`config.mk`:
```
export PLATFORM = sky130hd
export DESIGN_NAME = opb_master_arbiter
export DESIGN_NICKNAME = d
export VERILOG_FILES = /design/src/rtl/opb_master_arbiter.sv
export SDC_FILE = /design/constraint.sdc
export NUM_CORES = 1
export LEC_CHECK = 0
export ABC_AREA = 1
export BUFFER_PORTS_ARGS = -buffer_cell sky130_fd_sc_hd__buf_2
export CAP_MARGIN = 20
export CORE_MARGIN = 3
export CORE_UTILIZATION = 25
export CTS_BUF_LIST = sky130_fd_sc_hd__clkbuf_4
export CTS_CLUSTER_DIAMETER = 200
export DETAILED_ROUTE_END_ITERATION = 7
export GPL_TIMING_DRIVEN = 0
export PLACE_DENSITY_LB_ADDON = 0.12
export SLEW_MARGIN = 5
export SYNTH_ARGS = -nofsm -noshare
export SYNTH_HDL_FRONTEND = slang
export SYNTH_SLANG_ARGS = --single-unit
```
`constraint.sdc`:
```
create_clock -name OPB_CLK -period 1.55 [get_ports OPB_CLK]
set_input_delay 0.3875 -clock OPB_CLK [delete_from_list [all_inputs] [get_ports OPB_CLK]]
set_output_delay 0.3875 -clock OPB_CLK [all_outputs]
set_load 0.005 [all_outputs]
```
`src/rtl/opb_master_arbiter.sv`:
```
// Purpose : round-robin arbiter sharing one OPB register bus between M0 (host bridge) and M1 (DMA engine).
// Latency : write strobe 1 cycle after the REQ sample edge, ACK 2 cycles after; read ACK+RDATA 3 cycles after.
// Backpr. : requesters hold REQ until their ACK pulse; only REQs seen in IDLE are arbitrated.
//
// Ports
//   OPB_CLK, OPB_RST          clock, synchronous active-high reset
//   Mx_REQ/RNW/ADDR/WDATA     requester x command (held stable while REQ is high)
//   Mx_ACK, Mx_RDATA          requester x one-cycle completion pulse and read data
//   Mx_LOCK                   requester x bus lock (only when OPB_ARB_LOCK_EN is defined)
//   OPB_RE/WE/ADDR/DI, OPB_DO OPB master side; OPB_DO is valid the cycle after OPB_RE
//   BUSY, GRANT_ID            transaction in flight, current/last granted master
//
// Optional feature: define OPB_ARB_LOCK_EN to add M0_LOCK/M1_LOCK for atomic
// read-modify-write sequences; when undefined the arbiter is pure round-robin.

module opb_master_arbiter #(
    parameter int ADDR_W = 32,
    parameter int DATA_W = 32
) (
    input  logic              OPB_CLK,
    input  logic              OPB_RST,
    input  logic              M0_REQ,
    input  logic              M0_RNW,
    input  logic [ADDR_W-1:0] M0_ADDR,
    input  logic [DATA_W-1:0] M0_WDATA,
    output logic              M0_ACK,
    output logic [DATA_W-1:0] M0_RDATA,
    input  logic              M1_REQ,
    input  logic              M1_RNW,
    input  logic [ADDR_W-1:0] M1_ADDR,
    input  logic [DATA_W-1:0] M1_WDATA,
    output logic              M1_ACK,
    output logic [DATA_W-1:0] M1_RDATA,
`ifdef OPB_ARB_LOCK_EN
    input  logic              M0_LOCK,
    input  logic              M1_LOCK,
`endif
    output logic              OPB_RE,
    output logic              OPB_WE,
    output logic [ADDR_W-1:0] OPB_ADDR,
    output logic [DATA_W-1:0] OPB_DI,
    input  logic [DATA_W-1:0] OPB_DO,
    output logic              BUSY,
    output logic              GRANT_ID
);

    typedef enum logic [1:0] {
        S_IDLE    = 2'd0,
        S_ISSUE   = 2'd1,
        S_CAPTURE = 2'd2,
        S_DONE    = 2'd3
    } state_t;

    state_t              r_state;
    logic                r_grant;     // master owning the current/last transaction
    logic                r_last;      // round-robin pointer: master granted last
    logic                r_cmd_rnw;
    logic                r_opb_re;
    logic                r_opb_we;
    logic [ADDR_W-1:0]   r_opb_addr;
    logic [DATA_W-1:0]   r_opb_di;
    logic                r_m0_ack;
    logic                r_m1_ack;
    logic [DATA_W-1:0]   r_m0_rdata;
    logic [DATA_W-1:0]   r_m1_rdata;

    // Arbitration candidates after lock masking
    logic                w_cand0;
    logic                w_cand1;
    logic                w_any;
    logic                w_win;
    logic                w_sel_rnw;
    logic [ADDR_W-1:0]   w_sel_addr;
    logic [DATA_W-1:0]   w_sel_wdata;

`ifdef OPB_ARB_LOCK_EN
    logic                r_locked;
    logic                r_lock_own;
    logic                w_owner_lock;
    logic                w_lock_hold;
    logic                w_grant_lock;

    assign w_owner_lock = r_lock_own ? M1_LOCK : M0_LOCK;
    // Lock only masks the other master while the owner still asserts LOCK;
    // a low LOCK in IDLE releases it and plain round-robin applies that cycle.
    assign w_lock_hold  = r_locked && w_owner_lock;
    assign w_grant_lock = r_grant ? M1_LOCK : M0_LOCK;
    assign w_cand0      = M0_REQ && !(w_lock_hold && r_lock_own);
    assign w_cand1      = M1_REQ && !(w_lock_hold && !r_lock_own);
`else
    assign w_cand0      = M0_REQ;
    assign w_cand1      = M1_REQ;
`endif

    assign w_any       = w_cand0 || w_cand1;
    // On a tie the master that was not granted last wins
    assign w_win       = (w_cand0 && w_cand1) ? ~r_last : w_cand1;
    assign w_sel_rnw   = w_win ? M1_RNW   : M0_RNW;
    assign w_sel_addr  = w_win ? M1_ADDR  : M0_ADDR;
    assign w_sel_wdata = w_win ? M1_WDATA : M0_WDATA;

    // The bus-side address/data registers are loaded at grant and act as the
    // command latch; they are cleared after the single ISSUE cycle so the bus
    // reads as zero everywhere else.
    always_ff @(posedge OPB_CLK) begin
        if (OPB_RST) begin
            r_state    <= S_IDLE;
            r_grant    <= 1'b0;
            r_last     <= 1'b1;
            r_cmd_rnw  <= 1'b0;
            r_opb_re   <= 1'b0;
            r_opb_we   <= 1'b0;
            r_opb_addr <= '0;
            r_opb_di   <= '0;
            r_m0_ack   <= 1'b0;
            r_m1_ack   <= 1'b0;
            r_m0_rdata <= '0;
            r_m1_rdata <= '0;
`ifdef OPB_ARB_LOCK_EN
            r_locked   <= 1'b0;
            r_lock_own <= 1'b0;
`endif
        end else begin
            r_opb_re   <= 1'b0;
            r_opb_we   <= 1'b0;
            r_opb_addr <= '0;
            r_opb_di   <= '0;
            r_m0_ack   <= 1'b0;
            r_m1_ack   <= 1'b0;
            case (r_state)
                S_IDLE: begin
`ifdef OPB_ARB_LOCK_EN
                    if (r_locked && !w_owner_lock) begin
                        r_locked <= 1'b0;
                    end
`endif
                    if (w_any) begin
                        r_grant    <= w_win;
                        r_cmd_rnw  <= w_sel_rnw;
                        r_opb_re   <= w_sel_rnw;
                        r_opb_we   <= ~w_sel_rnw;
                        r_opb_addr <= w_sel_addr;
                        r_opb_di   <= w_sel_wdata;
                        r_state    <= S_ISSUE;
                    end
                end
                S_ISSUE: begin
                    if (r_cmd_rnw) begin
                        r_state <= S_CAPTURE;
                    end else begin
                        // Write completes without waiting on the decoder
                        r_m0_ack <= ~r_grant;
                        r_m1_ack <= r_grant;
                        r_state  <= S_DONE;
                    end
                end
                S_CAPTURE: begin
                    // Decoder read data is valid exactly one cycle after OPB_RE
                    if (r_grant) begin
                        r_m1_rdata <= OPB_DO;
                    end else begin
                        r_m0_rdata <= OPB_DO;
                    end
                    r_m0_ack <= ~r_grant;
                    r_m1_ack <= r_grant;
                    r_state  <= S_DONE;
                end
                S_DONE: begin
                    r_last <= r_grant;
`ifdef OPB_ARB_LOCK_EN
                    if (w_grant_lock) begin
                        r_locked   <= 1'b1;
                        r_lock_own <= r_grant;
                    end
`endif
                    r_state <= S_IDLE;
                end
                default: begin
                    r_state <= S_IDLE;
                end
            endcase
        end
    end

    assign OPB_RE   = r_opb_re;
    assign OPB_WE   = r_opb_we;
    assign OPB_ADDR = r_opb_addr;
    assign OPB_DI   = r_opb_di;
    assign M0_ACK   = r_m0_ack;
    assign M1_ACK   = r_m1_ack;
    assign M0_RDATA = r_m0_rdata;
    assign M1_RDATA = r_m1_rdata;
    assign BUSY     = (r_state != S_IDLE);
    assign GRANT_ID = r_grant;

endmodule

```
==> flow_summary.json, run 1 <==
{
  "drt_first_pass_iters": 4,
  "synth_seq_area_share_pct": 54.9,
  "final_nets": 1114,
  "cellPowerDensity_mw_per_mm2": 1390,
  "report.final.slew_viol_count": 0,
  "slew_headroom_pct": 67.4,
  "cp_slowest_cell": "dfxtp_4",
  "chipWidth_microns": 147,
  "tightest_slew_ps": 489,
  "via_per_inst": 4.11,
  "min_period_over_period_pct": 106,
  "drv_cap": 0,
  "timing.final.ws_setup_ps": -88.4,
  "cts.clk_slew.worst_paths_ps": 140,
  "finalHoldViolCount": 0,
  "overflow": 0,
  "yosysUniqueCellTypes": 18,
  "dieArea_sq_mm": 0.0217,
  "row_count": 51,
  "syn-instance-count": 613,
  "crit_path_end_kind": "output pin",
  "violations": "negative setup slack",
  "synthesis.nets": 784,
  "coreArea_sq_mm": 0.0195,
  "required_ps": 1160,
  "grt_pass1_wl_microns": 26600,
  "skew_ps": 25.2,
  "clk_latency_ps": 550,
  "finalCriticalPeriod_ps": 1640,
  "wl_microns": 17300,
  "grt_pass1_vias": 5025,
  "htreeDepth": 4,
  "p_int_uw": 6510,
  "layout_common_cells": "314 x buf_2, 144 x nand2_1, 132 x dfxtp_1",
  "cp_num_buf_inv": 3,
  "drtIter0Drc": 116,
  "syn_to_final_growth_pct": 45.8,
  "clk_path_buf_depth": 2,
  "netlist_area_sq_mm": 0.00500,
  "drc": 0,
  "cp-start-kind": "flip-flop",
  "synth-seq-cells": 137,
  "cpMostUsedCell": "inv_4",
  "setup_violations": 1,
  "crit_fanout": 2,
  "port_buffers": 299,
  "power_switching_uw": 3640,
  "post_drt_wl_per_cell_microns": 14.1,
  "ir_drop_mv": 0.547,
  "worstPathArrival_ps": 1250,
  "post-dp-hpwl_microns": 13100,
  "cts_sinks": 137,
  "power.share.combinational_pct": 33.8,
  "initial_utilization_pct": 25.6,
  "worstPathCellList": "inv_4 > ha_4 > inv_4 > buf_6",
  "cts_root_buffer": "clkbuf_4",
  "grt_setup_unrepaired": "yes",
  "drive_above_1_share_pct": 46.0,
  "layout_commonest_cell": "buf_2",
  "cts_tree": "done",
  "place_congestion": 0.757,
  "synth_area_leader_cell": "dfxtp_1",
  "switching_share_pct": 35.9,
  "fin_util_pct": 37.3,
  "die_y_microns": 147,
  "cts_buffers": 17,
  "dp_slack_ps": -86.9,
  "p_clk_share_pct": 21.5,
  "grt_max_degree": 17,
  "route.vias.total": 5036,
  "path_class": "reg -> out",
  "clock.fmax_ghz": 0.610,
  "grt.total_usage_pct": 15.5,
  "ys_warn_count": 0,
  "cpPeakStageDelay_ps": 370,
  "antenna_found_initial": 3,
  "p_leak_uw": 0.00369,
  "hold_path.class": "in -> reg",
  "synthTopCellsByArea": "dfxtp_1 55%, nand2_1 11%, nor2_1 9.9%",
  "p_seq_share_pct": 44.7,
  "synth_top_area_share_pct": 54.9,
  "syn_area_per_cell_sq_um": 8.16,
  "detail-route-antenna-nets": 0,
  "pin_count": 300,
  "critPathTopFamily": "flip-flops",
  "status": "complete, but fails checks"
}
[state kept, by name (all words and copies together) (netlist names), 2 cells and up]
name,cells
M0_RDATA,32
OPB_ADDR,32
r_state,2
M1_RDATA,32
OPB_DI,32
[layout make-up]
class,count,area (sq um)
Fill cell,2164,12200
Tap cell,265,332
Clock inverter,15,119
Inverter,14,62.6
Timing Repair Buffer,311,1600
Antenna cell,3,7.51
Sequential cell,137,2760
Buffer,40,282
Clock buffer,17,128
Multi-Input combinational cell,422,2010
[per-layer routing]
| layer | part of all wire (%) | GRT usage (%) | routed length [microns] | vias up |
|---|---|---|---|---|
| met4 | 1.6 | 4.57 | 272 | 0 |
| met5 | 0 | 0 | 0 | - |
| met1 | 42 | 18.1 | 7210 | 2208 |
| met2 | 47 | 26.0 | 8150 | 200 |
| met3 | 9.4 | 6.84 | 1630 | 14 |
| li1 | - | - | - | 2614 |
[cells by family (layout without fill, tap and decap cells)]
logic type	count (synthesis)	after routing	share of synthesized area, %
buffers and inverters	54	397	5.96
other	0	3	0
adder cells (fa/ha/maj)	5	5	1.25
AND/OR/NAND/NOR	283	283	21.5
flip-flops	137	137	54.9
AO/OA/AOI/OAI	134	134	16.5
[metrics by stage]
step	setup TNS (ps)	hold slack [ps]	std cells	instance area [sq um]	power, uW
3_3_place_gp	-509	457	1177	6830	7640
3_5_place_dp	-1390	460	1177	6830	7630
6_report	-88.4	65.0	1224	7290	10200
2_1_floorplan	0	441	613	5000	6190
4_1_cts	-144	4.90	1217	7180	10200
5_1_grt	-218	3.13	1224	7290	10900
[worst min-delay path, stage by stage]
cell,delay [ps]
buf_2,80
nor2_1,40
nor2_1,80
[synth_stat cells]
library cell / number
o21ai_1: 1
inv_2: 5
nand2_2: 1
ha_1: 5
nor2_1: 132
dfxtp_1: 137
buf_6: 6
o21bai_1: 1
buf_2: 22
clkbuf_1: 6
o21ai_0: 64
inv_1: 9
nand3_1: 3
nor2_2: 2
buf_4: 6
a21oi_2: 40
nand2_1: 145
a21oi_1: 28
[final timing paths]
kind                                              start                        end  slack (ps)  depth (start not counted)
worst max-delay path            r_state[0]$_SDFFE_PP0P_                       BUSY         -90                          4
worst min-delay path                         OPB_DO[21]  M0_RDATA[21]$_SDFFE_PP0P_          60                          3
worst max register to register  r_state[0]$_SDFFE_PP0P_  M0_RDATA[22]$_SDFFE_PP0P_         100                          9
worst min register to register      r_last$_SDFFE_PP1N_        r_last$_SDFFE_PP1N_         480                          2
[power by group through the flow]
stage / clock network [uW] / logic, uW / registers (uW)
2_1_floorplan: 0 / 1520 / 4680
3_3_place_gp: 0 / 3050 / 4590
3_5_place_dp: 0 / 3020 / 4610
4_1_cts: 2300 / 3340 / 4540
5_1_grt: 2470 / 3860 / 4610
6_report: 2180 / 3440 / 4540
[timing repair]
item	CTS	global route
endpoints found under the hold margin	0	2
pin swaps	1	2
setup endpoints to repair	49	63
gates resized for setup	18	30
hold buffers	0	2
gates cloned	0	0
setup buffers	8	2
Note: power is estimated with default switching activity, not from simulation.
==> run 2, diff against run 1 <==
Clock period 1.55 ns to 1.8 ns, I/O delays scaled along.
==> run 2 against run 1 <==
The run now ends clean. Clock skew rose by 0.63 ps. Worst setup slack better by 170 ps. Final area is 2.1% lower. Register-to-register slack improved by 160 ps. Clock-buffer cell count unchanged. Die area did not move. Routed wire length down 0.52%. Sequential cell count is the same. Global-route usage decreased by 0.065 points. Non-clock buffer count fell by 9. Critical path depth is the same. Power down 16%. Critical endpoint unchanged.
==> flow_summary.json, run 2 (synthesis results as in run 1) <==
{
  "dieArea_sq_mm": 0.0217,
  "tightest_slew_ps": 489,
  "fin_util_pct": 36.6,
  "rr_worst_depth": 6,
  "place_congestion": 0.757,
  "layout_commonest_cell": "buf_2",
  "initial_utilization_pct": 25.6,
  "regToRegStartpoint": "r_state[1]$_SDFFE_PP0P_",
  "cts_sinks": 137,
  "holdBufCountCts": 0,
  "cts_tree": "done",
  "wl_microns": 17200,
  "post-dp-hpwl_microns": 13100,
  "post_drt_wl_per_cell_microns": 14.1,
  "detail-route-antenna-nets": 0,
  "cellPowerDensity_mw_per_mm2": 1190,
  "worstHoldStart": "OPB_RST",
  "fill_cells": 2175,
  "cts_root_buffer": "clkbuf_4",
  "slew_headroom_pct": 67.4,
  "crit_path_end_kind": "output pin",
  "cp-start-kind": "flip-flop",
  "required_ps": 1350,
  "worstPathArrival_ps": 1260,
  "holdWs_ps": 128,
  "placed_cell_area_sq_mm": 0.00683,
  "port_buffers": 299,
  "timing.final.ws_setup_ps": 85.8,
  "antenna_found_initial": 3,
  "ir_drop_mv": 0.475,
  "pin_count": 300,
  "drtIter0Drc": 124,
  "reg2reg_to": "M1_RDATA[24]$_SDFFE_PP0P_",
  "final_nets": 1105,
  "design_area_sq_mm": 0.00714,
  "htreeDepth": 4,
  "grt_pass1_wl_microns": 26500,
  "syn_to_final_growth_pct": 42.8,
  "chipWidth_microns": 147,
  "cts.clk_slew.worst_paths_ps": 130,
  "die_y_microns": 147,
  "p_leak_uw": 0.00363,
  "grt_pass1_vias": 4996,
  "finalCriticalPeriod_ps": 1710,
  "row_count": 51,
  "path_class": "reg -> out",
  "min_period_over_period_pct": 95.2,
  "clock.fmax_ghz": 0.583,
  "report.final.slew_viol_count": 0,
  "seqCellArea_sq_mm": 0.00275,
  "grt_max_degree": 17,
  "coreArea_sq_mm": 0.0195,
  "layout_common_cells": "320 x buf_2, 145 x nand2_1, 134 x dfxtp_1",
  "hold_path.class": "in -> reg",
  "drive_above_1_share_pct": 44.4,
  "cts_buffers": 17,
  "dp_slack_ps": 163,
  "hold_depth": 2,
  "clk_path_buf_depth": 2,
  "drt_first_pass_iters": 4,
  "via_per_inst": 4.13,
  "overflow": 0,
  "status": "complete, no violations",
  "whs_endpoint": "GRANT_ID$_SDFFE_PP0P_",
  "grt_setup_unrepaired": "yes",
  "route.vias.total": 5016,
  "power.total_uw": 8490,
  "crit_fanout": 3,
  "clk_latency_ps": 550,
  "setup_violations": 0,
  "drc": 0,
  "multiInputGateArea_sq_mm": 0.00197,
  "reg2reg_slack_ps": 260,
  "skew_ps": 25.8,
  "grt.total_usage_pct": 15.5,
  "finalHoldViolCount": 0,
  "drv_cap": 0
}
run 2: changes by cell type in the layout (fill, tap and decap cells not counted), moves of 2 or more:
cell,change
buf_6,-4
nor2_2,-5
clkbuf_1,+3
nor2_1,+6
clkbuf_2,-2
dfxtp_1,+2
buf_2,+6
dlygate4sd3_1,-2
buf_4,-9
run 2: metal layers:
layer | wire, microns | track usage, %
met1 | 7190 | 18.1
met2 | 8110 | 25.8
met3 | 1600 | 6.84
met4 | 251 | 4.57
met5 | 0 | 0
run 2: per-stage QoR:
stage,setup TNS (ps),std cells
floorplan,0,613
global placement,0,1177
detailed placement,0,1177
CTS,0,1212
global route,-17.4,1215
finish,0,1215
run 2: worst max-delay path by stage:
stage                                 start                         to  slack [ps]  depth (start not counted)
floorplan           r_state[0]$_SDFFE_PP0P_    OPB_ADDR[20]$_SDFF_PP0_         470                          8
global placement    r_state[0]$_SDFFE_PP0P_  M1_RDATA[14]$_SDFFE_PP0P_         210                          6
detailed placement  r_state[0]$_SDFFE_PP0P_  M1_RDATA[29]$_SDFFE_PP0P_         160                          6
CTS                 r_state[1]$_SDFFE_PP0P_                       BUSY           8                          4
global route        r_state[0]$_SDFFE_PP0P_                       BUSY         -20                          4
finish              r_state[0]$_SDFFE_PP0P_                       BUSY          90                          4
run 2: cell type report:
type                            count  share of cell area [%]
Antenna cell                        3                   0.105
Buffer                             40                    3.43
Clock buffer                       17                    1.79
Clock inverter                     15                    1.66
Inverter                           14                   0.841
Multi-Input combinational cell    422                    27.6
Sequential cell                   137                    38.5
Tap cell                          265                    4.64
Timing Repair Buffer              302                    21.4
run 2: where the power goes:
group,leakage (uW),switching [uW],internal (uW)
Combinational,0.00240,1520,1180
Sequential,0.00112,241,3670
Clock,0.000117,1300,572
Total,0.00363,3070,5420
run 2: timing repair:
item                                   4_1_cts  5_1_grt
endpoints found under the hold margin        0        0
resized for setup                            9        4
cloned                                       0        0
setup endpoints to repair                    1        2
buffers inserted                             3        0
run 2: worst max-delay path, stage by stage, from the launching register on:
cell     delay, ps
dfxtp_4        370
inv_4           70
ha_4           150
inv_4           40
buf_6          110
